==> src/rtl/shared_memory_responder.sv <==
// Responder end of the shared-memory interface: vector bank (port A) and ternary weight bank (port B).
// Each new input tuple launches one access that stalls on mem_busy for ACCESS_LAT cycles, then commits.
module shared_memory_responder #(
    parameter int VECTOR_WIDTH = 32,
    parameter int VEC_DEPTH    = 64,
    parameter int MAT_DEPTH    = 256,
    parameter int ACCESS_LAT   = 2
) (
    input  logic                    clk,
    input  logic                    rst_n,
    input  logic [5:0]              mem_addr_a,
    input  logic                    mem_we_a,
    input  logic [VECTOR_WIDTH-1:0] mem_wdata_a,
    output logic [VECTOR_WIDTH-1:0] mem_rdata_a,
    input  logic [7:0]              mem_addr_b,
    input  logic                    mem_we_b,
    input  logic [1:0]              mem_wdata_b,
    output logic [1:0]              mem_rdata_b,
    output logic                    mem_busy,
    output logic [1:0]              mem_error
);

    localparam int          LW      = (ACCESS_LAT > 1) ? $clog2(ACCESS_LAT) : 1;
    localparam int          VAW     = (VEC_DEPTH > 1) ? $clog2(VEC_DEPTH) : 1;
    localparam int          MAW     = (MAT_DEPTH > 1) ? $clog2(MAT_DEPTH) : 1;
    localparam bit          SINGLE  = (ACCESS_LAT == 1);
    localparam logic [6:0]  VEC_LIM = 7'(VEC_DEPTH);
    localparam logic [8:0]  MAT_LIM = 9'(MAT_DEPTH);

    typedef struct packed {
        logic [5:0]              addr_a;
        logic                    we_a;
        logic [VECTOR_WIDTH-1:0] wdata_a;
        logic [7:0]              addr_b;
        logic                    we_b;
        logic [1:0]              wdata_b;
    } tuple_t;

    typedef enum logic {IDLE, BUSY} state_t;

    state_t                  state;
    logic [LW-1:0]           lat_cnt;
    logic                    tuple_valid;
    tuple_t                  cap_t;
    tuple_t                  last_t;

    logic [VECTOR_WIDTH-1:0] vec_mem [VEC_DEPTH];
    logic [1:0]              wgt_mem [MAT_DEPTH];

    tuple_t                  cur_t;
    tuple_t                  done_t;
    logic                    launch;
    logic                    commit;
    logic                    a_bad;
    logic                    a_wr;
    logic                    b_bad;
    logic                    b_ill;
    logic                    b_wr;
    logic [VAW-1:0]          a_idx;
    logic [MAW-1:0]          b_idx;

    always_comb begin
        cur_t  = '{addr_a: mem_addr_a, we_a: mem_we_a, wdata_a: mem_wdata_a,
                   addr_b: mem_addr_b, we_b: mem_we_b, wdata_b: mem_wdata_b};
        launch = (state == IDLE) && (!tuple_valid || (cur_t != last_t));
        mem_busy = (state == BUSY) || launch;
        // Single-cycle latency commits straight from the live inputs on the launch edge.
        done_t = (state == IDLE) ? cur_t : cap_t;
        commit = rst_n && ((SINGLE && launch) || ((state == BUSY) && (lat_cnt == LW'(1))));
        a_bad  = {1'b0, done_t.addr_a} >= VEC_LIM;
        a_wr   = !a_bad && done_t.we_a;
        b_bad  = {1'b0, done_t.addr_b} >= MAT_LIM;
        b_ill  = !b_bad && done_t.we_b && (done_t.wdata_b == 2'b10);
        b_wr   = !b_bad && done_t.we_b && !b_ill;
        a_idx  = done_t.addr_a[VAW-1:0];
        b_idx  = done_t.addr_b[MAW-1:0];
    end

    always_ff @(posedge clk) begin
        if (commit && a_wr) vec_mem[a_idx] <= done_t.wdata_a;
        if (commit && b_wr) wgt_mem[b_idx] <= done_t.wdata_b;
    end

    always_ff @(posedge clk or negedge rst_n) begin
        if (!rst_n) begin
            state       <= IDLE;
            lat_cnt     <= '0;
            tuple_valid <= 1'b0;
            cap_t       <= '0;
            last_t      <= '0;
            mem_rdata_a <= '0;
            mem_rdata_b <= '0;
            mem_error   <= '0;
        end else begin
            mem_error <= '0;
            case (state)
                IDLE: begin
                    if (launch) begin
                        cap_t       <= cur_t;
                        last_t      <= cur_t;
                        tuple_valid <= 1'b1;
                        lat_cnt     <= LW'(ACCESS_LAT - 1);
                        if (!SINGLE) state <= BUSY;
                    end
                end
                BUSY: begin
                    lat_cnt <= lat_cnt - LW'(1);
                    if (lat_cnt == LW'(1)) state <= IDLE;
                end
                default: state <= IDLE;
            endcase
            if (commit) begin
                if (a_bad)             mem_error[0] <= 1'b1;
                else if (done_t.we_a)  mem_rdata_a  <= done_t.wdata_a;
                else                   mem_rdata_a  <= vec_mem[a_idx];
                if (b_bad)             mem_error[0] <= 1'b1;
                else if (b_ill)        mem_error[1] <= 1'b1;
                else if (done_t.we_b)  mem_rdata_b  <= done_t.wdata_b;
                else                   mem_rdata_b  <= wgt_mem[b_idx];
            end
        end
    end

endmodule

==> config.mk <==
export PLATFORM = sky130hd
export DESIGN_NAME = shared_memory_responder
export DESIGN_NICKNAME = d
export VERILOG_FILES = /design/src/rtl/shared_memory_responder.sv
export SDC_FILE = /design/constraint.sdc
export NUM_CORES = 2
export LEC_CHECK = 0
export ABC_CLOCK_PERIOD_IN_PS = 7300
export CAP_MARGIN = 10
export CORE_MARGIN = 4
export CORE_UTILIZATION = 25
export DETAILED_ROUTE_END_ITERATION = 8
export SYNTH_ARGS = -nofsm -noshare
export SYNTH_HDL_FRONTEND = slang
export SYNTH_SLANG_ARGS = --single-unit
==> constraint.sdc <==
create_clock -name clk -period 7.3 [get_ports clk]
set_input_delay 1.46 -clock clk [delete_from_list [all_inputs] [get_ports clk]]
set_output_delay 1.46 -clock clk [all_outputs]
set_load 0.005 [all_outputs]
Yosys cells after proc, flatten, opt, wreduce, memory -nomap -nowiden:

Memory sizes are Yosys's and may differ from the RTL's. A register that Yosys moved wholly into a read port is not among the register bits.
Index checks and enable logic that the tools add are counted.

* memory bits (writable): 2560
* memories kept: 2
* bits in latches: 0
* logic and storage cells: 45
* bits in read-only memories: 0
* output and inout bits: 37
* register bits: 55
* bits of input ports: 52

Memory list
* vec_mem: depth 64, width 32, rd ports 1, clocked after Yosys merged registers in 1, wr ports 1, RTL line 47 `logic [VECTOR_WIDTH-1:0] vec_mem [VEC_DEPTH];`
* wgt_mem: depth 256, width 2, rd ports 1, clocked after Yosys merged registers in 1, wr ports 1, RTL line 48 `logic [1:0] wgt_mem [MAT_DEPTH];`

* add/sub/neg operators: 1
* divide/modulo/power cells: 0
* muxes and demuxes: 12
* bitwise logic cells: 2
* eq/ne operators: 3
* shift operators: 0
* multiply operators: 0
* reductions and logical operators: 15
* magnitude comparators: 0

Operators by type and width (count)
* 2-to-1 mux 50 bit: 1
* inequality test 50 bit: 1
* 2-to-1 mux 1 bit: 8
* logical AND 1 bit: 7
* logical NOT 1 bit: 4
* one-hot mux 1 bit (2 select lines): 2
* AND reduction 2 bit: 2
* equality test 2 bit, second input constant: 1
* logical OR 1 bit: 2
* 2-to-1 mux 2 bit: 1
* inequality test 2 bit, second input constant: 1
* NOT 1 bit: 2
* subtractor 1 bit, second input constant: 1

Longest topological paths before layout:

* depth after elaboration: 8
* mapped depth: 13
* gate-level depth less buffers: 8

Least setup slack after synthesis:

Ideal clock, no wire load.

* path type: input-to-reg
* start point: in mem_wdata_b[1]
* end point: mem wgt_mem[0][1], data pin
* buffers on the path: 0
* stages on the path: 2
* slack: 1.935 ns
* data arrival time: 4.540 ns
* cells stage by stage: nand2b_1 nand2_1

RTL lines
* start: declaration: RTL line 17 `input logic [1:0] mem_wdata_b,`
* end: declaration: RTL line 48

Worst setup path in the final report:

* start point: in mem_addr_b[2]
* end point: out mem_busy

* word-level cells in the longest chain between the ends: 4

Ends and longest elaborated chain
* start: declaration: RTL line 15 `input logic [7:0] mem_addr_b,`
* inequality test 50 bit: RTL line 65 `launch = (state == IDLE) && (!tuple_valid || (cur_t != last_t));`
* logical OR 1 bit: RTL line 65
* logical AND 1 bit: RTL line 65
* logical OR 1 bit: RTL line 66 `mem_busy = (state == BUSY) || launch;`
* end: declaration: RTL line 19 `output logic mem_busy,`

No other way between the ends.

==> summary.txt <==
Timing
  – RSZ-0062 raised after global routing: no
  – Worst-Margin Slew: 1270 ps
  – Slew margin rel.: 15.1%
  – Final min period: 6660 ps
  – F_max: 0.150 GHz
  – Final setup vio count: 0
  – Final WS setup: 639 ps
  – Skew final: 112 ps
  – Final cycle utilization of the critical path: 91.3%
  – Fin. max-slew vios: 0
  – Fin. Hold Viols: 0

Power and ir drop
  – Internal: 24.7 mW
  – Static Leak: 34.7 nW
  – Sw frac: 21.6%
  – Reg power frac: 53.4%
  – Combinational fraction of design power: 4.7%
  – Clock power frac: 42.0%
  – Psw: 6.81 mW
  – VDD IR max: 0.198 mV
  – Power Density: 267 mW/mm²

Worst setup path
  – CP required: 5840 ps
  – CP arrival: 5200 ps
  – CP Max Fanout: 9
  – R2R Setup Slk: 1990 ps
  – Critical path type: input pin to output port
  – Startpoint class of the critical path: input pin
  – Worst reg2reg path endpoint: vec_mem[58][10]
  – Worst r2r src: state
  – R2R depth: 6
  – Crit. End Element: output port

Clock tree
  – Clk Tree Root Cell: clkbuf_16
  – Clock buffer count from CTS: 248
  – Worst skew pair latency: 960 ps
  – Hold-fix buffers at CTS: 0
  – Clock transition at path regs: 60 ps
  – H-tree depth: 4
  – Post-CTS Repair Setup Buffers: 0
  – Clk buf depth: 4
  – PostCTS Resize Cnt: 0
  – TritonCTS clock tree: built
  – CTS sink cnt: 2648

Logic synthesis
  – Async set-reset flop share out of synthesis: 3.32%
  – Most common cell in the netlist: edfxtp_1
  – Number of synthesis warnings: 0
  – Top cell type's share of synthesized area: 76.3%
  – Library cells used by synthesis: 82
  – Cell accounting for the most synthesized area: edfxtp_1
  – Mapped Nets: 5659
  – Top cells by count, synth: edfxtp_1, a22oi_1, nor2_1
  – Area contributors post-synth: edfxtp_1, a22oi_1, mux4_2
  – Avg Synthesized Cell Area: 18.0 µm²
  – Synth Flop Type: edfxtp_1
  – EDFF count, synth: 2560
  – Seq cells post-synth: 2648
  – Sequential fraction of the synthesis area: 78.5%
  – Syn Inst Count: 5607
  – Cell Area, Synth: 0.101 mm²

Drt
  – DRT iter0 DRCs: 9933
  – DRT antenna net count: 0
  – DRC Markers: 0
  – Wire per inst: 30.4 µm
  – DRT Pass-1 Iters: 7
  – Routed WL: 343 mm
  – Vias per Instance: 5.30
  – Via count: 59900

Final layout
  – Final core utilization: 29.5%
  – # fillers: 38800
  – Area grow syn2layout: 17.2%
  – Share of post-route cells with drive strength above 1: 16.7%
  – # nets final: 5881

Min path
  – Worst min-delay path class: input pin to asynchronous set/reset pin

Floorplan
  – Chip Width: 643 µm
  – Core area: 0.400 mm²
  – Row cnt: 232
  – Die H: 643 µm
  – IO Count: 89
  – Starting density of the core: 25.2%
  – Die area: 0.413 mm²

Placement
  – GPL Wtd Cong: 0.847
  – Place WS: 439 ps
  – IO buf count: 87
  – Post-DP HPWL: 193 mm

Job
  – Max Cap Violations: 0

Global route
  – Gr usage total: 15.8%
  – Vias in the first global route: 57400
  – Largest net degree at the start of global routing: 175
  – First-pass GRT wire length: 469 mm
  – Grt total ovfl: 0
  – Initial antenna violation count: 18

Outcome
  – Status: complete, no violations
## logic make-up (layout without fill, tap and decap cells)
logic type	count (synthesis)	after routing	synth area share (%)
muxes	323	323	5.00
xor gates and xnor gates	49	49	0.426
AOI/OAI and AO/OA	1496	1496	11.1
buffers and inverters	402	830	1.94
and+or+nand+nor	688	688	3.05
DFF	2648	2648	78.5
other	1	7	0.00372
## cell usage in the layout (no fill, tap or decap), types with 19 or more instances in the layout
master,n
clkinv_2,52
clkbuf_1,43
o221ai_1,19
dfrtp_1,87
a31oi_1,40
buf_4,192
a21o_1,25
nor3_1,57
mux2i_1,41
nand2_1,125
inv_1,23
nand3_1,34
mux2_2,137
o211ai_1,26
nor2_4,66
o21ai_0,96
buf_12,62
a41oi_1,150
a222oi_1,21
clkinv_1,51
xnor2_1,47
clkdlybuf4s50_1,86
edfxtp_1,2560
nor2_1,270
a22oi_1,841
clkbuf_16,250
bufinv_16,33
a22o_1,49
a21oi_1,101
nand4_1,25
mux4_2,126
nor4_1,34
## flip-flops by register name, summed over array words and instances (netlist names)
name         flops
mem_rdata_a     32
wgt_mem        512
mem_error        1
state            1
cap_t            2
lat_cnt          1
tuple_valid      1
mem_rdata_b      2
vec_mem       2048
last_t          48
## worst max-delay path by stage
stage                               from             to  slack [ps]  depth (start not counted)
after floorplan           mem_wdata_b[1]  wgt_mem[0][1]        1930                          2
after global placement     mem_addr_b[2]       mem_busy        -860                          7
after detailed placement   mem_addr_b[2]       mem_busy         440                          8
after CTS                  mem_addr_b[2]       mem_busy         420                          8
after global routing       mem_addr_b[2]       mem_busy         460                          8
final                      mem_addr_b[2]       mem_busy         640                          8
## stage by stage
stage               instances  hold slack, ps  power (mW)  cell area, µm²  TNS, ps
floorplan                5607             427        17.8          101000        0
global placement        10800             529        18.6          110000     -863
detailed placement      10800             518        18.6          110000        0
CTS                     11300             341        31.6          118000        0
global route            11300             368        32.3          118000        0
finish                  11300             382        31.5          118000        0
## layer usage
layer / wire (µm) / up-vias / track usage, %
met4: 16500 / 2 / 6.56
met2: 158000 / 4291 / 25.0
met3: 38700 / 754 / 3.74
met5: 11 / - / 0
met1: 130000 / 31100 / 20.8
li1: - / 23700 / -
## critical path, cell delays in order
cell and delay [ps]:
clkdlybuf4s50_1 730, xnor2_1 990, nand4_1 300, nor4_2 360
buf_4 230, nand4_1 300, nand2b_1 310, clkdlybuf4s50_1 500
## power by group through the flow
stage	Sequential (mW)	Combinational, mW	Clock (mW)
after floorplan	17.1	0.741	0
after detailed placement	17.1	1.44	0
after global placement	17.1	1.43	0
after global routing	16.8	1.52	14.0
after CTS	16.8	1.45	13.3
final	16.8	1.47	13.2
## layout make-up
cell class                 instances  area, µm²  area share (%)
antenna                            6       15.0          0.0127
clock buffer                     302       6540            5.54
clock inverter                   154       1670            1.41
inverter                          31        130           0.110
multi-input combinational       2557      20400            17.3
sequential                      2648      79100            67.0
tap                             5265       6590            5.58
timing repair buffer             343       3610            3.06
Note: power is estimated with default switching activity, not from simulation.
